File: src/rtl/dadda_mac_ctrl_if.sv
// Handshake and multiplier bus for dadda_mac_ctrl: upstream operands, multiplier
// operand/product pair and downstream accumulated result.
interface dadda_mac_ctrl_if #(
  parameter int unsigned WIDTH = 8,
  parameter int unsigned ACC_W = 24,
  parameter int unsigned LEN_W = 8
);
  logic                 in_valid;
  logic                 in_ready;
  logic [WIDTH-1:0]     in_a;
  logic [WIDTH-1:0]     in_b;
  logic                 in_last;
  logic [WIDTH-1:0]     mul_in1;
  logic [WIDTH-1:0]     mul_in2;
  logic [2*WIDTH-1:0]   mul_prod;
  logic                 out_valid;
  logic                 out_ready;
  logic [ACC_W-1:0]     out_acc;
  logic [LEN_W-1:0]     out_count;
  logic                 out_sat;

  // Controller side
  modport slave (
    input  in_valid, in_a, in_b, in_last, mul_prod, out_ready,
    output in_ready, mul_in1, mul_in2, out_valid, out_acc, out_count, out_sat
  );

  // Producer / multiplier / consumer side
  modport master (
    output in_valid, in_a, in_b, in_last, mul_prod, out_ready,
    input  in_ready, mul_in1, mul_in2, out_valid, out_acc, out_count, out_sat
  );
endinterface

File: src/rtl/dadda_mac_ctrl.sv
// Operand issue, settle wait and burst accumulation around an external combinational Dadda multiplier.
// Optional macro DADDA_MAC_SAT_EN: saturate the accumulator on carry-out and report it on out_sat.
module dadda_mac_ctrl #(
  parameter int unsigned WIDTH   = 8,
  parameter int unsigned ACC_W   = 24,
  parameter int unsigned LEN_W   = 8,
  parameter int unsigned MUL_LAT = 1
) (
  input  logic           clk,
  input  logic           rst_n,
  dadda_mac_ctrl_if.slave bus
);
  localparam int unsigned CNT_W = (MUL_LAT > 1) ? $clog2(MUL_LAT + 1) : 1;

  generate
    if (ACC_W < 2 * WIDTH) begin : g_bad_acc_w
      $error("dadda_mac_ctrl: ACC_W must be >= 2*WIDTH");
    end
    if (MUL_LAT < 1) begin : g_bad_mul_lat
      $error("dadda_mac_ctrl: MUL_LAT must be >= 1");
    end
  endgenerate

  typedef enum logic [1:0] {
    S_IDLE  = 2'd0,
    S_WAIT  = 2'd1,
    S_ACCUM = 2'd2,
    S_DONE  = 2'd3
  } state_t;

  state_t           r_state;
  logic [CNT_W-1:0] r_cnt;
  logic             r_last;
  logic             r_in_ready;
  logic             r_out_valid;
  logic [WIDTH-1:0] r_mul_in1;
  logic [WIDTH-1:0] r_mul_in2;
  logic [ACC_W-1:0] r_acc;
  logic [LEN_W-1:0] r_count;
  logic             r_sat;

  logic [ACC_W-1:0] w_acc_nxt;
  logic             w_sat_nxt;
  logic [LEN_W-1:0] w_count_nxt;

`ifdef DADDA_MAC_SAT_EN
  // One extra bit catches the carry-out; a saturated accumulator stays at all-ones.
  logic [ACC_W:0] w_sum;
  assign w_sum     = {1'b0, r_acc} + (ACC_W + 1)'(bus.mul_prod);
  assign w_acc_nxt = w_sum[ACC_W] ? {ACC_W{1'b1}} : w_sum[ACC_W-1:0];
  assign w_sat_nxt = r_sat | w_sum[ACC_W];
`else
  assign w_acc_nxt = r_acc + ACC_W'(bus.mul_prod);
  assign w_sat_nxt = 1'b0;
`endif

  assign w_count_nxt = (r_count == {LEN_W{1'b1}}) ? r_count : r_count + LEN_W'(1);

  always_ff @(posedge clk or negedge rst_n) begin
    if (!rst_n) begin
      r_state     <= S_IDLE;
      r_cnt       <= '0;
      r_last      <= 1'b0;
      r_in_ready  <= 1'b0;
      r_out_valid <= 1'b0;
      r_mul_in1   <= '0;
      r_mul_in2   <= '0;
      r_acc       <= '0;
      r_count     <= '0;
      r_sat       <= 1'b0;
    end else begin
      case (r_state)
        S_IDLE: begin
          if (bus.in_valid && r_in_ready) begin
            r_mul_in1  <= bus.in_a;
            r_mul_in2  <= bus.in_b;
            r_last     <= bus.in_last;
            r_cnt      <= CNT_W'(MUL_LAT);
            r_in_ready <= 1'b0;
            r_state    <= S_WAIT;
          end else begin
            r_in_ready <= 1'b1;
          end
        end
        S_WAIT: begin
          r_cnt <= r_cnt - CNT_W'(1);
          if (r_cnt == CNT_W'(1)) begin
            r_state <= S_ACCUM;
          end
        end
        S_ACCUM: begin
          r_acc   <= w_acc_nxt;
          r_count <= w_count_nxt;
          r_sat   <= w_sat_nxt;
          if (r_last) begin
            r_out_valid <= 1'b1;
            r_state     <= S_DONE;
          end else begin
            r_in_ready  <= 1'b1;
            r_state     <= S_IDLE;
          end
        end
        S_DONE: begin
          if (bus.out_ready) begin
            r_acc       <= '0;
            r_count     <= '0;
            r_sat       <= 1'b0;
            r_out_valid <= 1'b0;
            r_in_ready  <= 1'b1;
            r_state     <= S_IDLE;
          end
        end
        default: begin
          r_state <= S_IDLE;
        end
      endcase
    end
  end

  assign bus.in_ready  = r_in_ready;
  assign bus.mul_in1   = r_mul_in1;
  assign bus.mul_in2   = r_mul_in2;
  assign bus.out_valid = r_out_valid;
  assign bus.out_acc   = r_acc;
  assign bus.out_count = r_count;
  assign bus.out_sat   = r_sat;
endmodule
File: src/flat_wrapper.sv
// flat-port wrapper written by rule: the top's interface ports become plain ports
module dadda_mac_ctrl_flat 
#(
  parameter int unsigned WIDTH   = 8,
  parameter int unsigned ACC_W   = 24,
  parameter int unsigned LEN_W   = 8,
  parameter int unsigned MUL_LAT = 1
)
  (clk, rst_n, bus_in_valid, bus_in_a, bus_in_b, bus_in_last, bus_mul_prod, bus_out_ready, bus_in_ready, bus_mul_in1, bus_mul_in2, bus_out_valid, bus_out_acc, bus_out_count, bus_out_sat);
  dadda_mac_ctrl_if #(.WIDTH(WIDTH), .ACC_W(ACC_W), .LEN_W(LEN_W)) bus_i ();
  input  logic clk;
  input  logic rst_n;
  input wire logic [$bits(bus_i.in_valid)-1:0] bus_in_valid;
  input wire logic [$bits(bus_i.in_a)-1:0] bus_in_a;
  input wire logic [$bits(bus_i.in_b)-1:0] bus_in_b;
  input wire logic [$bits(bus_i.in_last)-1:0] bus_in_last;
  input wire logic [$bits(bus_i.mul_prod)-1:0] bus_mul_prod;
  input wire logic [$bits(bus_i.out_ready)-1:0] bus_out_ready;
  output wire logic [$bits(bus_i.in_ready)-1:0] bus_in_ready;
  output wire logic [$bits(bus_i.mul_in1)-1:0] bus_mul_in1;
  output wire logic [$bits(bus_i.mul_in2)-1:0] bus_mul_in2;
  output wire logic [$bits(bus_i.out_valid)-1:0] bus_out_valid;
  output wire logic [$bits(bus_i.out_acc)-1:0] bus_out_acc;
  output wire logic [$bits(bus_i.out_count)-1:0] bus_out_count;
  output wire logic [$bits(bus_i.out_sat)-1:0] bus_out_sat;
  assign bus_i.in_valid = bus_in_valid;
  assign bus_i.in_a = bus_in_a;
  assign bus_i.in_b = bus_in_b;
  assign bus_i.in_last = bus_in_last;
  assign bus_i.mul_prod = bus_mul_prod;
  assign bus_i.out_ready = bus_out_ready;
  assign bus_in_ready = bus_i.in_ready;
  assign bus_mul_in1 = bus_i.mul_in1;
  assign bus_mul_in2 = bus_i.mul_in2;
  assign bus_out_valid = bus_i.out_valid;
  assign bus_out_acc = bus_i.out_acc;
  assign bus_out_count = bus_i.out_count;
  assign bus_out_sat = bus_i.out_sat;
  dadda_mac_ctrl #(.WIDTH(WIDTH), .ACC_W(ACC_W), .LEN_W(LEN_W), .MUL_LAT(MUL_LAT)) u_core (.clk(clk), .rst_n(rst_n), .bus(bus_i));
endmodule
File: config.mk
export PLATFORM = sky130hd
export DESIGN_NAME = dadda_mac_ctrl_flat
export DESIGN_NICKNAME = d
export VERILOG_FILES = /design/src/rtl/dadda_mac_ctrl_if.sv /design/src/rtl/dadda_mac_ctrl.sv /design/src/flat_wrapper.sv
export SDC_FILE = /design/constraint.sdc
export NUM_CORES = 1
export LEC_CHECK = 0
export CORE_MARGIN = 4
export CORE_UTILIZATION = 25
export DETAILED_ROUTE_END_ITERATION = 8
export GPL_TIMING_DRIVEN = 0
export HOLD_SLACK_MARGIN = 0.02
export SLEW_MARGIN = 10
export SYNTH_ARGS = -nofsm -noshare
export SYNTH_HDL_FRONTEND = slang
export SYNTH_SLANG_ARGS = --single-unit
File: constraint.sdc
create_clock -name clk -period 7.3 [get_ports clk]
set_clock_uncertainty 0.2 [all_clocks]
set_input_delay 2.19 -clock clk [delete_from_list [all_inputs] [get_ports clk]]
set_output_delay 2.19 -clock clk [all_outputs]
set_load 0.02 [all_outputs]
* After elaboration in Yosys (flattened, before gate mapping)
Index checks and enable logic that the tools add are counted.
Widths: inputs -> output; s select.
** Word-level totals
- Bits in registers :: 55
- Bits in latches :: 0
- Memory bits (writable) :: 0
- Memory bits (read-only) :: 0
- Input port bits :: 37
- Output and inout port bits :: 51
- Logic and storage cells :: 55
- Memories kept :: 0
** Operators by class
- $add $sub $neg :: 3
- Multiply operators :: 0
- Div/mod/pow operators :: 0
- Order comparisons :: 0
- Eq/ne operators :: 10
- Shifts and indexed selects :: 0
- Multiplexer cells :: 20
- Bitwise logic cells :: 0
- Reductions and logical operators :: 12
** Operator list (count)
- $pmux 24 s2 :: 1
- $add 24x16->24 :: 1
- $mux 24 :: 1
- $mux 8 :: 2
- $pmux 8 s2 :: 1
- $reduce_and 3->1 :: 4
- $add 8x1->8 const B :: 1
- $eq 8x8->1 const B :: 1
- $mux 2 :: 4
- $pmux 2 s4 :: 1
- $mux 1 :: 6
- $ne 2x1->1 const B :: 3
- $ne 2x2->1 const B :: 3
- $pmux 1 s2 :: 3
- $reduce_and 2->1 :: 3
- $eq 2x2->1 const B :: 2
- $reduce_bool 2->1 :: 2
- $pmux 1 s3 :: 1
- $reduce_bool 3->1 :: 1
- $eq 2x1->1 const B :: 1
- $logic_not 2->1 :: 1
- $logic_and 1x1->1 :: 1
- $sub 1x1->1 const B :: 1

* Logic depth before layout (Yosys ltp)
Gate-level depths: netlist (run 1).
- Word-level depth :: 3
- Gate-level depth with buffers :: 9
- Mapped depth without buffers :: 9

* Worst setup path after synthesis (run 1)
No wires, ideal clock.
- Path type :: in2reg
- Start :: in bus_mul_prod[0]
- End :: reg u_core.r_acc[12] (netlist: u_core.bus.out_acc[12])
- Library setup time :: 0.121 ns
- Arrival :: 3.889 ns
- Data required time :: 6.979 ns
- Setup slack :: 3.090 ns
- Stages :: 8
- Buffers on the path :: 0
- Path through :: ha_1 fa_1 a211oi_2 o21a_1 o31ai_1 a311oi_1 xnor2_1 a22o_1
** On the way
- Word-level cells in the longest chain between the ends :: 2
** Ends and longest elaborated chain
- start, declared :: line flat_wrapper.sv:17 : input wire logic [$bits(bus_i.mul_prod)-1:0] bus_mul_prod;
- $add 24x16->24 :: line dadda_mac_ctrl.sv:53 : assign w_acc_nxt = r_acc + ACC_W'(bus.mul_prod);
- $pmux 24 s2 :: line dadda_mac_ctrl.sv:72 : case (r_state)
- end signal, assigned :: line dadda_mac_ctrl.sv:92 : r_acc <= w_acc_nxt;
- end, declared :: line dadda_mac_ctrl.sv:38 : logic [ACC_W-1:0] r_acc;
Every way passes these cells.
A chain may end at the register's enable or synchronous reset.

* Final worst setup path (run 1)
- Start :: in bus_mul_prod[0]
- End :: reg u_core.r_acc[18] (netlist: u_core.bus.out_acc[18])
Same word-level chain as after synthesis.

==> metrics.txt, run 1 <==
status=complete, no violations; maximum VDD drop=0.135 mV; largest family of logic cells by synthesized area=compound AO/OA/AOI/OAI gates; Vias/cell=4.84; Die Width=119 um; Period minus WS final=4.56 ns; Area Overhead vs Synth=39.1%; Post-synth top cells=dfrtp_1 (54), nand2_1 (43), a21oi_1 (19); Setup CP Type=in2reg; share of the synthesized area in the top cell type=0.441; Fmax achieved=219 MHz; met2 routed WL=3780 um; Via Count=2667; Crit path arrival time=4.59 ns; post-synthesis compound-gate area fraction=0.184; Synthesized Nets=365; post-synthesis async set-or-reset flop share=1.00; Worst Tran Pin Value=0.689 ns; Clock Pin Slew Worst Setup and Hold Paths=0.07 ns; yosys warns=0; initial antenna violation count=0; port buffer count=86; largest net degree at the start of global routing=55; row cnt=40; wire length on met3=463 um; Post-CTS Hold Fix Bufs=0; pre-CTS WS=2.46 ns; Setup violations, final=0; Tot GR Track Use=0.117; placed cell area=0.00411 sq mm; Met1 Wirelength=3530 um; Clock Path Buffers=2; DP Wirelength=6010 um; clk sinks=54; Final ANT Viol Nets=0; XOR/XNOR share of the synthesized area=0.0514; Synth Flop Type=dfrtp_1; cell area after layout=0.00426 sq mm; CP Launch Type=input pin; count leader, synth=dfrtp_1; P_leak=1.81 nW; TritonRoute pass-1 iters=4; multi-input combinational cell area=0.00164 sq mm; period utilisation layout=0.625; H-tree levels=2; CTS tree=yes; Max Cap Viol=0; Synth Register Bits=54; largest area contributor in the netlist=dfrtp_1; num ports=88; DRC viols=0; PostCTS Resize Cnt=0; DP Cell Count=543; Root Buffer=clkbuf_16; sequential area share after synthesis=0.441; WL final=7870 um; simple-gate share of the synthesized area=0.157; Layout Cells excl Fill=551; RSZ-0062 raised after global routing=false; average footprint of a synthesized cell=9.88 sq um; drt first-iter violations=138; Min Hold Slack=0.285 ns; Util after Layout=0.355; die height=119 um; Setup crit end kind=flip-flop; post-synthesis adder-cell area fraction=0.0759; Worst EP required=7.32 ns; die footprint=0.0141 sq mm; Starting Density=0.255; register area=0.00135 sq mm; Synth area leaders=dfrtp_1 (44%), ha_1 (6.9%), nand2_1 (5.3%); Overflow after GRT=0; setup slack after layout=2.74 ns; gp weighted congestion=0.823; crit-path max FO=7; Hold WC Path Type=reg2reg; Pwr Density=411 mW/mm^2; Post-CTS Setup Bufs=0; number of flops mapped to enable cells by yosys=0; Net count, final=458; mux cell area share after synthesis=0.0661; final setup TNS=0 ns; Avg WL per Cell=14.3 um; Pwr Total=1.75 mW; Cells after Synth=310; core area=0.0120 sq mm; highest metal used=met4; CTS buffer count=5; number of global-route vias before repair=2735; share of cells above drive strength 1=0.0817; Yosys cell types=54; Rel. slew slack=0.540; first-pass GRT wire length=13700 um; Final Hold Viols=0; fill count=1253; ant diodes=0; Worst-Skew Late Latency=0.30 ns; Cell Area, Synth=0.00306 sq mm; max-slew violations=0
path summary, 6_finish.rpt:
path                       cells past startpoint                  start                     end  slack, ns
max in group asynchronous                      1                  rst_n   u_core.bus.out_acc[2]       4.71
max reg2reg                                    9  u_core.bus.out_acc[0]  u_core.bus.out_acc[18]       4.62
min                                            2   u_core.bus.out_valid    u_core.bus.out_valid       0.28
min in group asynchronous                      1                  rst_n   u_core.bus.mul_in1[3]       1.74
max                                           10        bus_mul_prod[0]  u_core.bus.out_acc[18]       2.74
min reg2reg                                    2   u_core.bus.out_valid    u_core.bus.out_valid       0.28
critical path, cell delays in order:
cell,delay (ns)
clkdlybuf4s50_1,0.41
ha_1,0.22
fa_1,0.44
a211oi_2,0.31
o21bai_1,0.14
o21ai_1,0.34
a31oi_4,0.18
a31oi_1,0.21
o21ai_1,0.07
o21ai_1,0.09
registers in the layout, indices dropped and copies added, names as in the netlist:
signal and count:
u_core.bus.in_ready 1, u_core.bus.mul_in1 8, u_core.bus.mul_in2 8, u_core.bus.out_acc 24, u_core.bus.out_count 8, u_core.bus.out_valid 1
u_core.r_cnt 1, u_core.r_last 1, u_core.r_state 2
where the power goes:
group | total [mW] | switching [mW] | leakage, nW | internal, mW
logic | 0.993 | 0.535 | 1.05 | 0.458
clock network | 0.250 | 0.112 | 0.0770 | 0.138
registers | 0.507 | 0.0872 | 0.677 | 0.419
layer usage:
metal	up-vias	track usage
li1	1301	-
met2	82	0.188
met4	0	0.0377
met5	-	0
met1	1278	0.157
met3	6	0.0244
cell usage in the layout, fill, tap and decap left out, types with 4 or more instances in the layout:
| cell type | n |
|---|---|
| a21o_1 | 6 |
| nand2_1 | 43 |
| mux2_2 | 9 |
| nand4_1 | 7 |
| clkbuf_1 | 5 |
| and3_1 | 4 |
| xnor2_1 | 10 |
| nand3_1 | 11 |
| dfrtp_1 | 54 |
| xor2_1 | 8 |
| o21ai_1 | 11 |
| clkdlybuf4s50_1 | 85 |
| ha_1 | 17 |
| a21oi_1 | 19 |
| nor2_1 | 17 |
| mux2_1 | 9 |
| a22o_1 | 6 |
| clkbuf_16 | 5 |
| o21ai_0 | 18 |
| buf_2 | 4 |
| a31oi_1 | 4 |
| o21a_1 | 4 |
cell type report:
type / count / share of cell area
Buffer: 11 / 0.0135
Multi-Input combinational cell: 241 / 0.385
Sequential cell: 54 / 0.317
Timing Repair Buffer: 86 / 0.201
Clock buffer: 6 / 0.0326
Clock inverter: 2 / 0.00411
Inverter: 4 / 0.00352
Tap cell: 147 / 0.0431
cell families (layout without fill, tap and decap cells):
| group | count (synthesis) | after routing |
|---|---|---|
| fa+ha+maj | 18 | 18 |
| xor+xnor | 18 | 18 |
| flops | 54 | 54 |
| buf+inv | 15 | 109 |
| simple gates | 100 | 100 |
| other cells | 1 | 1 |
| mux | 18 | 18 |
| compound gates | 86 | 86 |
(Power assumes the default switching activity.)
==> run 2, diff against run 1 <==
Clock period 7.3 ns to 4.1 ns, I/O delays scaled along.
==> results of run 2 <==
Same layout as run 1 (identical final DEF). Status: complete, no violations.
Main changes from that run: setup slack after placement 2.46 ns -> 0.219 ns; setup slack after layout 2.74 ns -> 0.499 ns; register-to-register setup slack 4.62 ns -> 1.42 ns; total power 1.75 mW -> 3.12 mW; worst IR drop on VDD 0.135 mV -> 0.240 mV
==> run 3, diff against run 2 <==
Settings changed: CORE_MARGIN 4 to 5, CORE_UTILIZATION 25 to 43, PLACE_DENSITY set to 0.76.
==> metrics.txt, run 3 (synthesized netlist as in run 1, its figures left out) <==
status=complete, no violations; Worst-Skew Late Latency=0.31 ns; Fmax achieved=280 MHz; Clock Pin Slew Worst Setup and Hold Paths=0.11 ns; Setup violations, final=0; Setup CP Type=in2reg; fill count=594; Setup crit end kind=flip-flop; row cnt=30; ant diodes=0; delay-heaviest family, CP=compound AO/OA/AOI/OAI gates; Area Overhead vs Synth=35.7%; WL final=7490 um; maximum VDD drop=0.321 mV; Worst EP required=4.09 ns; Worst Tran Pin Value=0.649 ns; CP Launch Type=input pin; num ports=88; number of global-route vias before repair=2597; P_leak=1.79 nW; Hold WC Path Type=reg2reg; commonest non-fill, non-tap cell in the layout=clkdlybuf4s50_1; CTS tree=yes; H-tree levels=2; Largest register FFs=24; Critical R2R Capture=u_core.bus.out_acc[22]; cell internal pwr=1.69 mW; Period minus WS final=3.58 ns; hold worst-path end=u_core.bus.mul_in2[6]; Die Width=94.4 um; share of power burned in registers=0.301; port buffer count=86; Final Hold Viols=0; Slowest cell on crit path=clkdlybuf4s50_1; Max Cap Viol=0; Avg WL per Cell=14.9 um; placed cell area=0.00406 sq mm; Root Buffer=clkbuf_8; Vias/cell=5.28; cell area after layout=0.00416 sq mm; crit path buf inv count=1; die footprint=0.00891 sq mm; max-slew violations=0; Post-CTS Setup Bufs=0; WHS Path Cells=1; Rel. slew slack=0.565; Pwr Density=717 mW/mm^2; first-pass GRT wire length=12300 um; Hold Startpoint=u_core.bus.mul_in2[6]; core area=0.00687 sq mm; Starting Density=0.446; final setup TNS=0 ns; gp weighted congestion=0.860; crit-path max cell delay=0.43 ns; Overflow after GRT=0; crit-path max FO=7; Via Count=2643; most frequent cells in the layout=clkdlybuf4s50_1 (85), dfrtp_1 (54), nand2_1 (43), a21oi_1 (19), o21ai_0 (18); share of cells above drive strength 1=0.0840; P_sw=1.29 mW; Tot GR Track Use=0.170; Post-CTS Hold Fix Bufs=0; combinational power share=0.591; Crit path arrival time=3.56 ns; CTS buffer count=5; clock power share=0.108; Clock Path Buffers=2; DRC viols=0; initial antenna violation count=0; TritonRoute pass-1 iters=4; largest net degree at the start of global routing=32; die height=94.4 um; crit-path cells=clkdlybuf4s50_1 -> ha_1 -> fa_1 -> a211oi_2 -> o21bai_1 -> o21ai_1 -> a31oi_4 -> nand3_2 -> or3_1 -> nand3_1; switching share of power=0.433; reg2reg setup slack=1.46 ns; PostCTS Resize Cnt=0; Final ANT Viol Nets=0; Net count, final=459; cell count of the worst reg-to-reg path=9; drt first-iter violations=109; DP Wirelength=5790 um; RSZ-0062 raised after global routing=false; Reg-to-Reg Start=u_core.bus.out_acc[0]; period utilisation layout=0.872; clk sinks=54
run 3: cell count changes in the layout (fill, tap and decap cells not counted):
cell	before	now
clkbuf_16	5	0
inv_8	0	1
clkbuf_8	1	5
buf_4	2	1
buf_12	0	1
buf_2	4	5
run 3: through the flow:
step / power (mW) / utilization / instances / hold WS [ns] / setup slack, ns
5_1_grt: 3.21 / 0.605 / 501 / 0.315 / 0.444
6_report: 2.98 / 0.605 / 501 / 0.296 / 0.524
2_1_floorplan: 2.02 / - / 310 / 0.287 / 0.850
3_5_place_dp: 2.68 / 0.591 / 493 / 0.274 / 0.214
3_3_place_gp: 2.63 / 0.589 / 492 / 0.260 / -0.0987
4_1_cts: 3.01 / 0.605 / 501 / 0.299 / 0.561
run 3: area by class of cell:
cell class                      count  area (sq um)  area share
Multi-Input combinational cell    241          1640       0.395
Tap cell                           96           120      0.0289
Timing Repair Buffer               87           876       0.211
Sequential cell                    54          1350       0.325
Inverter                            4          15.0     0.00361
Clock buffer                        5          68.8      0.0166
Clock inverter                      3          28.8     0.00692
Buffer                             11          57.6      0.0138
run 3: worst max path at each step:
stage | startpoint | to | slack (ns) | depth (start not counted)
6_report | bus_mul_prod[0] | u_core.bus.out_acc[22] | 0.52 | 10
5_1_grt | bus_mul_prod[0] | u_core.bus.out_acc[22] | 0.44 | 10
4_1_cts | bus_mul_prod[0] | u_core.bus.out_acc[12] | 0.56 | 9
3_5_place_dp | bus_mul_prod[0] | u_core.bus.out_acc[12] | 0.21 | 9
3_3_place_gp | rst_n | u_core.bus.out_count[7] | -0.1 | 1
2_1_floorplan | bus_mul_prod[0] | u_core.bus.out_acc[12] | 0.85 | 8
run 3: routing by layer:
layer / up-vias / track usage / routed length, um
li1: 1308 / - / -
met1: 1252 / 0.230 / 3480
met2: 81 / 0.286 / 3440
met3: 2 / 0.0359 / 544
met4: 0 / 0.0289 / 26
met5: - / 0 / 0
run 3: power groups by stage:
| stage | sequential, mW | combinational, mW | clock [mW] |
|---|---|---|---|
| finish | 0.898 | 1.76 | 0.321 |
| global route | 0.934 | 1.93 | 0.351 |
| CTS | 0.899 | 1.78 | 0.331 |
| detailed placement | 0.911 | 1.77 | 0 |
| global placement | 0.900 | 1.73 | 0 |
| floorplan | 1.12 | 0.897 | 0 |
